[src/rtl/dti_fifo_pkg.sv]
// Shared defaults for the dti_fifo block: geometry used when the
// instantiating code does not override it.
package dti_fifo_pkg;

   localparam int DTI_FIFO_DEPTH_DEF = 4;
   localparam int DTI_FIFO_DIN_DEF   = 16;

endpackage : dti_fifo_pkg

[src/rtl/dti.sv]
// Valid/ready handshake bundle: producer drives data/valid, consumer drives ready.
interface dti #(
   parameter int W_DATA = 16
);
   logic [W_DATA-1:0] data;
   logic              valid;
   logic              ready;

   modport producer (output data, output valid, input ready);
   modport consumer (input data, input valid, output ready);
endinterface : dti

[src/rtl/dti_fifo.sv]
// Circular-buffer FIFO on the dti handshake; input ready depends only on
// registered occupancy, and output data always comes from storage.
module dti_fifo
   import dti_fifo_pkg::*;
#(
   parameter int DEPTH = DTI_FIFO_DEPTH_DEF,
   parameter int DIN   = DTI_FIFO_DIN_DEF
) (
   input logic  clk,
   input logic  rst,
   dti.consumer din,
   dti.producer dout
);

   localparam int AW = $clog2(DEPTH);

   logic [DIN-1:0] r_mem [DEPTH];
   logic [AW:0]    r_wr_ptr;
   logic [AW:0]    r_rd_ptr;

   logic w_empty;
   logic w_full;
   logic w_push;
   logic w_pop;

   // The extra pointer MSB separates "same slot, lapped" (full) from "same slot" (empty).
   assign w_empty = (r_wr_ptr == r_rd_ptr);
   assign w_full  = (r_wr_ptr[AW-1:0] == r_rd_ptr[AW-1:0]) &&
                    (r_wr_ptr[AW] != r_rd_ptr[AW]);

   assign w_push = din.valid && din.ready;
   assign w_pop  = dout.valid && dout.ready;

   assign din.ready  = !w_full && !rst;
   assign dout.valid = !w_empty;
   assign dout.data  = r_mem[r_rd_ptr[AW-1:0]];

   // NOTE: sequential state uses non-blocking (<=) so every register samples pre-edge values.
   always_ff @(posedge clk) begin
      if (rst) begin
         r_wr_ptr <= '0;
         r_rd_ptr <= '0;
      end else begin
         if (w_push) r_wr_ptr <= r_wr_ptr + 1'b1;
         if (w_pop)  r_rd_ptr <= r_rd_ptr + 1'b1;
      end
   end

   // NOTE: storage is deliberately not reset; cleared pointers already mark it empty.
   always_ff @(posedge clk) begin
      if (w_push) r_mem[r_wr_ptr[AW-1:0]] <= din.data;
   end

endmodule : dti_fifo

[src/flat_wrapper.sv]
// flat-port wrapper written by rule: the top's interface ports become plain ports
module dti_fifo_flat import dti_fifo_pkg::*;
#(
   parameter int DEPTH = DTI_FIFO_DEPTH_DEF,
   parameter int DIN   = DTI_FIFO_DIN_DEF
)
  (clk, rst, din_data, din_valid, din_ready, dout_data, dout_valid, dout_ready);
  dti #(.W_DATA(DIN)) din_i ();
  dti #(.W_DATA(DIN)) dout_i ();
  input logic clk;
  input logic rst;
  input wire logic [$bits(din_i.data)-1:0] din_data;
  input wire logic [$bits(din_i.valid)-1:0] din_valid;
  output wire logic [$bits(din_i.ready)-1:0] din_ready;
  output wire logic [$bits(dout_i.data)-1:0] dout_data;
  output wire logic [$bits(dout_i.valid)-1:0] dout_valid;
  input wire logic [$bits(dout_i.ready)-1:0] dout_ready;
  assign din_i.data = din_data;
  assign din_i.valid = din_valid;
  assign din_ready = din_i.ready;
  assign dout_data = dout_i.data;
  assign dout_valid = dout_i.valid;
  assign dout_i.ready = dout_ready;
  dti_fifo #(.DEPTH(DEPTH), .DIN(DIN)) u_core (.clk(clk), .rst(rst), .din(din_i), .dout(dout_i));
endmodule
[config.mk]
export PLATFORM = sky130hd
export DESIGN_NAME = dti_fifo_flat
export DESIGN_NICKNAME = d
export VERILOG_FILES = /design/src/rtl/dti_fifo_pkg.sv /design/src/rtl/dti.sv /design/src/rtl/dti_fifo.sv /design/src/flat_wrapper.sv
export SDC_FILE = /design/constraint.sdc
export NUM_CORES = 1
export LEC_CHECK = 0
export ABC_AREA = 0
export BUFFER_PORTS_ARGS = -buffer_cell sky130_fd_sc_hd__buf_2
export CAP_MARGIN = 30
export CORE_MARGIN = 8
export CORE_UTILIZATION = 38
export CTS_CLUSTER_DIAMETER = 60
export CTS_CLUSTER_SIZE = 25
export DETAILED_ROUTE_END_ITERATION = 10
export PLACE_DENSITY = 0.64
export SETUP_SLACK_MARGIN = 0.02
export SLEW_MARGIN = 15
export SYNTH_ARGS = -nofsm -noshare
export SYNTH_HDL_FRONTEND = slang
export SYNTH_SLANG_ARGS = --single-unit
[constraint.sdc]
create_clock -name clk -period 1.7 [get_ports clk]
set_clock_uncertainty 0.15 [all_clocks]
set_input_delay 0.255 -clock clk [delete_from_list [all_inputs] [get_ports clk]]
set_output_delay 0.255 -clock clk [all_outputs]
set_load 0.005 [all_outputs]
==> summary.txt, run 1 <==
Outcome
  • Status: finished with violations
  • Failing checks: setup timing

Synthesis
  • Avg Inst Size Synth: roughly 19 um2
  • Ys Warns: 0
  • Share of the synthesized area in the top cell type: 66.8%
  • Sequential-to-total area share from yosys stat: slightly above 70%
  • Largest cells by area after synthesis: edfxtp_1 67%, mux4_2 13%, dfxtp_1 5.6%
  • Synth Instances: approximately 150
  • Synthesized cell area: about 2900 um2
  • Synth unique cells: 27
  • #FFs+latches synth: between 70 and 80
  • Post-synth EDFFs: 64
  • Asr flop ratio synth: 0%
  • Mapped Nets: 176
  • Most frequent cell after synthesis: edfxtp_1
  • Top post-synthesis cells by count: 64 x edfxtp_1, 16 x mux4_2, 8 x dfxtp_1
  • Synth Flop Type: edfxtp_1
  • Cell taking the most area after synthesis: edfxtp_1

Floorplan
  • Row cnt: 31
  • Core Region: 7290 um2
  • Die footprint: between 10000 and 15000 um2
  • Initial Utilization: about two fifths
  • Die W: between 100 and 150 um
  • Die Y: ~100 um
  • # IOs: 38

Global route
  • Total grt overflow: 0
  • GRT Overall Usage: between 10% and 20%
  • First-pass GRT wire length: 8.91 mm
  • Initial antenna violation count: 0
  • Largest net degree at the start of global routing: 17
  • Vias in the first global route: approximately 1800

Setup path
  • R2r worst-path depth: 8
  • Worst Path Arrival: between 1.5 and 2 ns
  • Top Family by Delay on Critical Path: multiplexers
  • CP Cell Sequence: buf_16 > mux4_2 > buf_6
  • Crit path max fanout: 8
  • WP data required: between 1 and 1.5 ns
  • Cell at the slowest stage of the critical path: mux4_2
  • CP peak stage delay: 0.52 ns
  • Critical path capture point type: primary output
  • Capturing point of the worst reg2reg path: u_core.r_wr_ptr[1]$_SDFFE_PP0P_
  • R2r startpoint: u_core.r_rd_ptr[2]$_SDFFE_PP0P_
  • Worst Setup Start Kind: register
  • Crit path buf inv count: 2
  • Critical path class: reg -> out
  • R2r setup slk: 0.06 ns

Final layout
  • Fillers: roughly 630
  • ANT cells: 0
  • Design area: 3850 um2
  • Final net count: approximately 260
  • Layout area overhead: 33.9%
  • Share of layout cells above drive strength 1: between 40% and 50%

Timing
  • Hold Vio Cnt, Final: 0
  • Slew Limit Fails: 0
  • Tmin final: slightly below 2 ns
  • Slew @ Worst Pin: 0.299 ns
  • Final worst-path cycle share: 114%
  • RSZ-0062 raised after global routing: true
  • Endpoints failing setup: 16
  • Hold WS: ~0.13 ns
  • Final WS setup: -0.243 ns
  • Rel. slew slack: approximately four fifths
  • Fmax: roughly 500 MHz

Place
  • Placement-stage cell area: approximately 3300 um2
  • Final GP Congestion: about 0.8
  • DP HPWL: 3.50 mm
  • Port bufs: 37

Flow run
  • Max-Cap Viols: 0

Route
  • Via count: 1644
  • First-pass iteration count of the detailed router: 4
  • Routed len/inst: ~17 um
  • Post-route ant nets: 0
  • Vias per inst: between 4 and 5
  • DR iter-0 viols: 54
  • Drc violations: 0
  • Routed WL: 5.66 mm

Clocking
  • Cts bufs inserted: 9
  • CTS tree: yes
  • Sink Count: just over 70
  • CTS Buffer Depth: 2
  • # H-tree levels: 3
  • Root Driver: clkbuf_8
  • Clk Latency, worst-skew pair: between 0.3 and 0.4 ns
  • Worst-path clk slew: roughly 0.080 ns

Power
  • Peak VDD IR: ~0.00083 V
  • Power Dens Cells: 1380 nW/um2
  • Leakage: 0.00137 uW

Worst hold path
  • Worst min path class: in -> reg
  • Hold_sp: dout_ready
  • WHS Endpoint: u_core.r_rd_ptr[1]$_SDFFE_PP0P_
  • Hold path depth: 3
-- worst max path at each step --
stage	start	end	cells after the start
2_1_floorplan	u_core.r_wr_ptr[1]$_SDFFE_PP0P_	u_core.r_mem[0][0]$_DFFE_PP_	4
3_3_place_gp	register	dout_data[9]	3
5_1_grt	register	dout_data[8]	3
3_5_place_dp	u_core.r_wr_ptr[0]$_SDFFE_PP0P_	u_core.r_mem[1][1]$_DFFE_PP_	3
4_1_cts	register	dout_data[9]	3
6_report	register	dout_data[15]	3
-- flip-flops by register name, indices dropped and copies added, names as in the netlist, named ones only --
name	flops
u_core.r_wr_ptr	3
u_core.r_rd_ptr	3
u_core.r_mem	64
-- cell type report --
class                   count  area [um2]  area share (%)
clock buffers               9         124            3.21
clock inverters             7        78.8            2.04
inverters                   4        15.0           0.389
multi-input cells          68         823            21.4
flip-flops and latches     72        2100            54.4
well taps                  99         124            3.21
repair buffers             75         592            15.4
-- cell families after synthesis --
family | share of synthesized area [%]
AND/OR/NAND/NOR | 4.82
adder cells (fa/ha/maj) | 2.17
flip-flops | 72.3
XOR/XNOR | 2.35
AO/OA/AOI/OAI | 4.08
buffers and inverters | 1.74
multiplexers | 12.5
-- per-layer routing --
metal	wire [um]	vias up	GRT usage, %
met3	304	9	4.66
met2	2810	41	19.1
met5	0	-	0
met1	2470	820	13.0
met4	71	0	4.23
li1	-	774	-
-- tightest hold or removal path, stage by stage --
cell and delay, ns:
buf_2 0.14, o211ai_1 0.09, a31oi_1 0.10
-- power breakdown --
group / switching [uW] / leakage, uW / internal, uW / total (uW)
clock network: 655 / 0.000104 / 692 / 1350
registers: 126 / 0.000651 / 2150 / 2270
logic: 748 / 0.000619 / 959 / 1710
total: 1530 / 0.00137 / 3800 / 5330
-- cells in the final DEF, fill, tap and decap left out, types with 3 or more instances in the layout --
master         synthesis  layout
clkinv_4               0       3
buf_6                  0       7
a31oi_1                4       4
ha_1                   5       5
o21ai_0                4       4
mux4_2                16      16
nor3b_1                3       3
nand4_1                4       4
and3_4                 0       4
nand3_1                5       4
inv_1                  4       4
dlygate4sd3_1          0      16
nand2_1                4       4
buf_2                  3      33
dfxtp_2                0       4
clkbuf_8               0       9
dfxtp_4                0       3
buf_4                  1      16
edfxtp_1              64      64
-- metrics by stage --
| step | worst slack (ns) | TNS [ns] | instances | util [%] | power [uW] |
|---|---|---|---|---|---|
| detailed placement | 0.0729 | 0 | 295 | 45.5 | 3700 |
| global placement | 0.0841 | 0 | 295 | 45.5 | 3690 |
| floorplan | 0.0306 | 0 | 151 | - | 3070 |
| CTS | -0.275 | -3.94 | 332 | 51.7 | 5240 |
| finish | -0.243 | -3.51 | 334 | 52.9 | 5330 |
| global route | -0.301 | -4.54 | 334 | 52.9 | 5630 |
-- what timing repair did --
item	4_1_cts	5_1_grt
pin swaps	3	4
buffers inserted	4	2
endpoints found under the setup margin	18	18
cloned	1	0
gates resized for setup	12	12
endpoints found under the hold margin	64	0
hold buffers	16	0
Power figures use the tool's default switching activity.
==> run 2: changes to the inputs <==
==> constraint.sdc (replaced) <==
create_clock -name clk -period 1.7 [get_ports clk]
set_clock_uncertainty 0.15 [all_clocks]
set_input_delay 0.17 -clock clk [delete_from_list [all_inputs] [get_ports clk]]
set_output_delay 0.17 -clock clk [all_outputs]
set_load 0.005 [all_outputs]
==> run 2 against run 1 <==
The flow still finishes with violations (setup timing). Die area unchanged. Clock-buffer cell count did not move. Via count fell by 2.1%. Critical path type unchanged. Critical endpoint is now dout_data[13]. Highest routed layer unchanged.
==> summary.txt, run 2 (synthesized netlist as in run 1, its figures left out) <==
Global route
  • Largest net degree at the start of global routing: 17
  • Initial antenna violation count: 0
  • Total grt overflow: 0
  • First-pass GRT wire length: slightly below 9 mm
  • GRT Overall Usage: 11.2%
  • Vias in the first global route: roughly 1700

Final layout
  • Layout area overhead: 29.5%
  • Most frequent cells in the layout: 64 x edfxtp_1, 35 x buf_2, 17 x dlygate4sd3_1
  • Design area: ~3700 um2
  • Share of layout cells above drive strength 1: between 40% and 50%
  • Fillers: about 640
  • ANT cells: 0
  • Leading cell type in the layout, fill and taps excluded: edfxtp_1
  • Max FFs per register: between 60 and 70
  • Final net count: between 200 and 250

Floorplan
  • Core Region: 7290 um2
  • Die Y: roughly 100 um
  • # IOs: 38
  • Initial Utilization: about two fifths
  • Die W: ~100 um
  • Row cnt: 31
  • Die footprint: between 10000 and 15000 um2

Setup path
  • R2r startpoint: u_core.r_rd_ptr[2]$_SDFFE_PP0P_
  • CP peak stage delay: ~0.5 ns
  • Crit path max fanout: 8
  • Critical path class: reg -> out
  • Worst Path Arrival: ~1.5 ns
  • Worst Setup Start Kind: register
  • WP data required: 1.38 ns
  • Cell at the slowest stage of the critical path: mux4_2
  • CP Cell Sequence: buf_12 > mux4_2 > buf_2
  • Critical path capture point type: primary output
  • Top Family by Delay on Critical Path: multiplexers
  • Crit path buf inv count: 2

Place
  • Placement-stage cell area: between 3000 and 4000 um2
  • Port bufs: 37
  • DP HPWL: approximately 3.5 mm
  • Final GP Congestion: between 0.7 and 0.8

Timing
  • Slew @ Worst Pin: 0.380 ns
  • Final WS setup: -0.154 ns
  • Endpoints failing setup: 16
  • Hold Vio Cnt, Final: 0
  • Slew Limit Fails: 0
  • RSZ-0062 raised after global routing: true
  • Final worst-path cycle share: 109%
  • Fmax: 539 MHz
  • Rel. slew slack: 74.6%
  • Tmin final: 1.85 ns

Route
  • Post-route ant nets: 0
  • Drc violations: 0
  • Vias per inst: between 4 and 5
  • DR iter-0 viols: 52
  • Routed WL: 5.65 mm
  • Routed len/inst: 17.3 um
  • First-pass iteration count of the detailed router: 4
  • Via count: 1609

Power
  • Power Dens Cells: around 1300 nW/um2
  • Power Total: ~4900 uW
  • Leakage: roughly 0.0013 uW
  • Peak VDD IR: between 0.0005 and 0.0006 V

Outcome
  • Status: finished with violations
  • Failing checks: setup timing

Clocking
  • Worst-path clk slew: roughly 0.07 ns
  • Clk Latency, worst-skew pair: approximately 0.34 ns
  • Sink Count: 72
  • # H-tree levels: 3
  • Root Driver: clkbuf_8
  • CTS Buffer Depth: 2
  • # Post-CTS Setup Buffers: 0
  • Cts bufs inserted: 9
  • CTS tree: yes

Worst hold path
  • Worst min path class: in -> reg
  • Hold_sp: dout_ready

Flow run
  • Max-Cap Viols: 0
run 2: timing repair:
item | CTS | global route
pin swaps | 0 | 4
gates resized for setup | 7 | 10
setup endpoints to repair | 33 | 30
gates cloned | 1 | 1
hold endpoints to repair | 67 | 0
hold buffers | 17 | 0
run 2: power breakdown:
part / internal [uW] / leakage [uW] / switching [uW] / total [uW]
Clock: 512 / 0.0000769 / 597 / 1110
Sequential: 2150 / 0.000649 / 122 / 2270
Combinational: 846 / 0.000577 / 721 / 1570
run 2: layout make-up:
class | count | area [um2] | share of cell area (%)
Clock inverter | 6 | 37.5 | 1.01
Tap cell | 99 | 124 | 3.32
Sequential cell | 72 | 2090 | 56.2
Timing Repair Buffer | 67 | 505 | 13.6
Multi-Input combinational cell | 69 | 828 | 22.2
Clock buffer | 9 | 124 | 3.32
Inverter | 4 | 15.0 | 0.403
run 2: worst paths after layout:
path	end	slack [ns]	cells after the start
worst max-delay path	dout_data[13]	-0.15	3
worst min-delay path	u_core.r_rd_ptr[1]$_SDFFE_PP0P_	0.08	3
worst max register to register	u_core.r_mem[3][8]$_DFFE_PP_	0.04	3
worst min register to register	u_core.r_rd_ptr[2]$_SDFFE_PP0P_	0.51	3
run 2: stage by stage:
step | utilization [%] | setup TNS, ns | worst slack, ns | std cells | hold WS (ns)
floorplan | - | 0 | 0.0306 | 151 | 0.119
global placement | 45.0 | 0 | 0.0922 | 292 | 0.239
detailed placement | 45.0 | 0 | 0.0290 | 292 | 0.241
CTS | 50.3 | -2.59 | -0.195 | 325 | 0.0557
global route | 51.1 | -3.81 | -0.220 | 326 | 0.0875
finish | 51.1 | -2.05 | -0.154 | 326 | 0.0811
run 2: tightest hold or removal path, stage by stage:
cell	delay, ns
buf_2	0.14
o211ai_1	0.09
a31oi_1	0.11
run 2: metal layers:
metal  GRT usage, %  wire (um)  up-vias
met5              0          0        -
met4           4.00         40        0
met3           4.32        297        5
met2           18.9       2830       38
met1           12.7       2490      806
li1               -          -      760
==> run 3: changes to the inputs <==
--- a/config.mk
+++ b/config.mk
@@ -14,7 +14,7 @@
 export CTS_CLUSTER_SIZE = 25
 export DETAILED_ROUTE_END_ITERATION = 10
 export PLACE_DENSITY = 0.64
-export SETUP_SLACK_MARGIN = 0.02
+export SETUP_SLACK_MARGIN = 0.05
 export SLEW_MARGIN = 15
 export SYNTH_ARGS = -nofsm -noshare
 export SYNTH_HDL_FRONTEND = slang
==> run 3 against run 2 <==
The run still ends with setup timing left. Hold slack worse by 0.025 ns. Critical endpoint is now dout_data[8]. Final cell count is 3.1% higher. Clock-buffer cell count stayed put. Critical path type unchanged. Wire length is 7.2% higher.
==> summary.txt, run 3 (synthesized netlist as in run 1, its figures left out) <==
Outcome
  • Status: finished with violations
  • Failing checks: setup timing

Power
  • Leakage: approximately 0.0014 uW
  • Clock power frac: about 28%
  • Net Switching: between 1000 and 1500 uW
  • Peak VDD IR: around 0.00070 V
  • Flop pwr share: approximately two fifths
  • Combinational power share: between 30% and 40%
  • Power Dens Cells: 1410 nW/um2
  • Internal: slightly above 4000 uW
  • Power Total: 5570 uW
  • Sw Share: between 20 and 30%

Floorplan
  • # IOs: 38
  • Die W: ~100 um
  • Initial Utilization: roughly two fifths
  • Die footprint: between 10000 and 15000 um2
  • Die Y: between 100 and 150 um
  • Row cnt: 31
  • Core Region: between 7000 and 8000 um2

Clocking
  • CTS tree: yes
  • CTS Buffer Depth: 2
  • Clk Latency, worst-skew pair: approximately 0.34 ns
  • Worst-path clk slew: ~0.07 ns
  • Sink Count: 72
  • # H-tree levels: 3
  • Root Driver: clkbuf_8
  • Cts bufs inserted: 9

Timing
  • Slew Limit Fails: 0
  • Final WS setup: -0.190 ns
  • Hold Vio Cnt, Final: 0
  • RSZ-0062 raised after global routing: true
  • Rel. slew slack: 81.1%
  • Fmax: roughly 530 MHz
  • Tmin final: 1.89 ns
  • Slew @ Worst Pin: between 0.2 and 0.3 ns
  • Endpoints failing setup: 16
  • Final worst-path cycle share: 111%

Setup path
  • Critical path class: reg -> out
  • Worst Path Arrival: 1.57 ns
  • Worst Setup Start Kind: register
  • Critical path capture point type: primary output
  • Crit path max fanout: 8
  • WP data required: between 1 and 1.5 ns

Place
  • Placed instance count: 294
  • DP HPWL: between 3 and 4 mm
  • Final GP Congestion: a little under 0.8
  • Port bufs: 37
  • Pre-CTS WS: 0.0416 ns
  • Placement-stage cell area: around 3300 um2

Final layout
  • Max FFs per register: 64
  • Layout area overhead: 37.2%
  • Share of layout cells above drive strength 1: 45.6%
  • Leading cell type in the layout, fill and taps excluded: edfxtp_1
  • Non-Filler Instances: about 340
  • ANT cells: 0
  • Design area: roughly 4000 um2
  • Reg area: roughly 2100 um2
  • Final Util: ~54%
  • Final net count: 257
  • Area occupied by multi-input gates: ~870 um2
  • Fillers: between 500 and 600
  • Most frequent cells in the layout: 64 x edfxtp_1, 35 x buf_2, 16 x mux4_2, 16 x dlygate4sd3_1, 11 x buf_4

Route
  • Via count: 1656
  • Post-route ant nets: 0
  • Routed WL: a little over 6 mm
  • Routed len/inst: 18.0 um
  • Vias per inst: slightly below 5
  • First-pass iteration count of the detailed router: 4
  • DR iter-0 viols: 44
  • Drc violations: 0

Global route
  • GRT Overall Usage: a little under an eighth
  • Largest net degree at the start of global routing: 17
  • Total grt overflow: 0
  • Initial antenna violation count: 0
  • Vias in the first global route: about 1800
  • First-pass GRT wire length: just over 9 mm

Worst hold path
  • Worst min path class: in -> reg

Flow run
  • Max-Cap Viols: 0
==> run 3: cell types whose count changed in the layout (fill, tap and decap cells not counted), sizes merged <==
cell | previous run | this run
buf | 50 | 57
bufinv | 0 | 3
clkinvlp | 3 | 0
and3 | 6 | 8
clkbuf | 9 | 10
clkinv | 3 | 4
dlygate4sd3 | 17 | 16
==> run 3: layer usage <==
layer | share of wire, % | vias to the layer above | GRT usage (%)
met1 | 45 | 831 | 14.5
met5 | 0 | - | 0
met4 | 0.64 | 0 | 5.23
li1 | - | 783 | -
met3 | 5.6 | 4 | 3.98
met2 | 49 | 38 | 18.2
==> run 3: area by class of cell <==
class | count | area share, %
clock inverter | 7 | 2.79
inverter | 4 | 0.380
timing repair buffer | 74 | 15.4
tap | 99 | 3.14
sequential | 72 | 53.2
clock buffer | 9 | 3.14
multi-input combinational | 71 | 22.0
==> run 3: metrics by stage <==
stage                     TNS (ns)  hold slack [ns]
after CTS                    -2.67           0.0447
after floorplan                  0            0.119
after global routing         -3.50           0.0469
after detailed placement         0            0.245
final                        -2.35           0.0563
after global placement           0            0.240
==> run 3: worst max-delay path, cell delays in order, from the launching register on <==
cell and delay (ns):
dfxtp_4 0.40, buf_12 0.15, mux4_2 0.53, buf_2 0.15
==> run 3: worst paths after layout <==
path                                                         to                       startpoint  depth (start not counted)  slack (ns)
worst max-delay path                               dout_data[8]                         register                          3       -0.19
worst min register to register  u_core.r_wr_ptr[2]$_SDFFE_PP0P_  u_core.r_wr_ptr[2]$_SDFFE_PP0P_                          3        0.48
worst max register to register     u_core.r_mem[2][5]$_DFFE_PP_  u_core.r_rd_ptr[1]$_SDFFE_PP0P_                          4        0.01
worst min-delay path            u_core.r_rd_ptr[1]$_SDFFE_PP0P_                       dout_ready                          3        0.06
==> run 3: what timing repair did <==
action,4_1_cts,5_1_grt
cloned,1,4
gates resized for setup,7,21
endpoints found under the setup margin,44,81
pin swaps,2,10
hold buffers,16,0
endpoints found under the hold margin,64,0
buffers inserted,3,2
==> run 3: power by group through the flow <==
stage               registers [uW]  clock network (uW)  logic [uW]
floorplan                     2240                   0         884
global placement              2260                   0        1440
detailed placement            2270                   0        1450
CTS                           2250                1590        1550
global route                  2300                1670        1890
finish                        2280                1550        1740
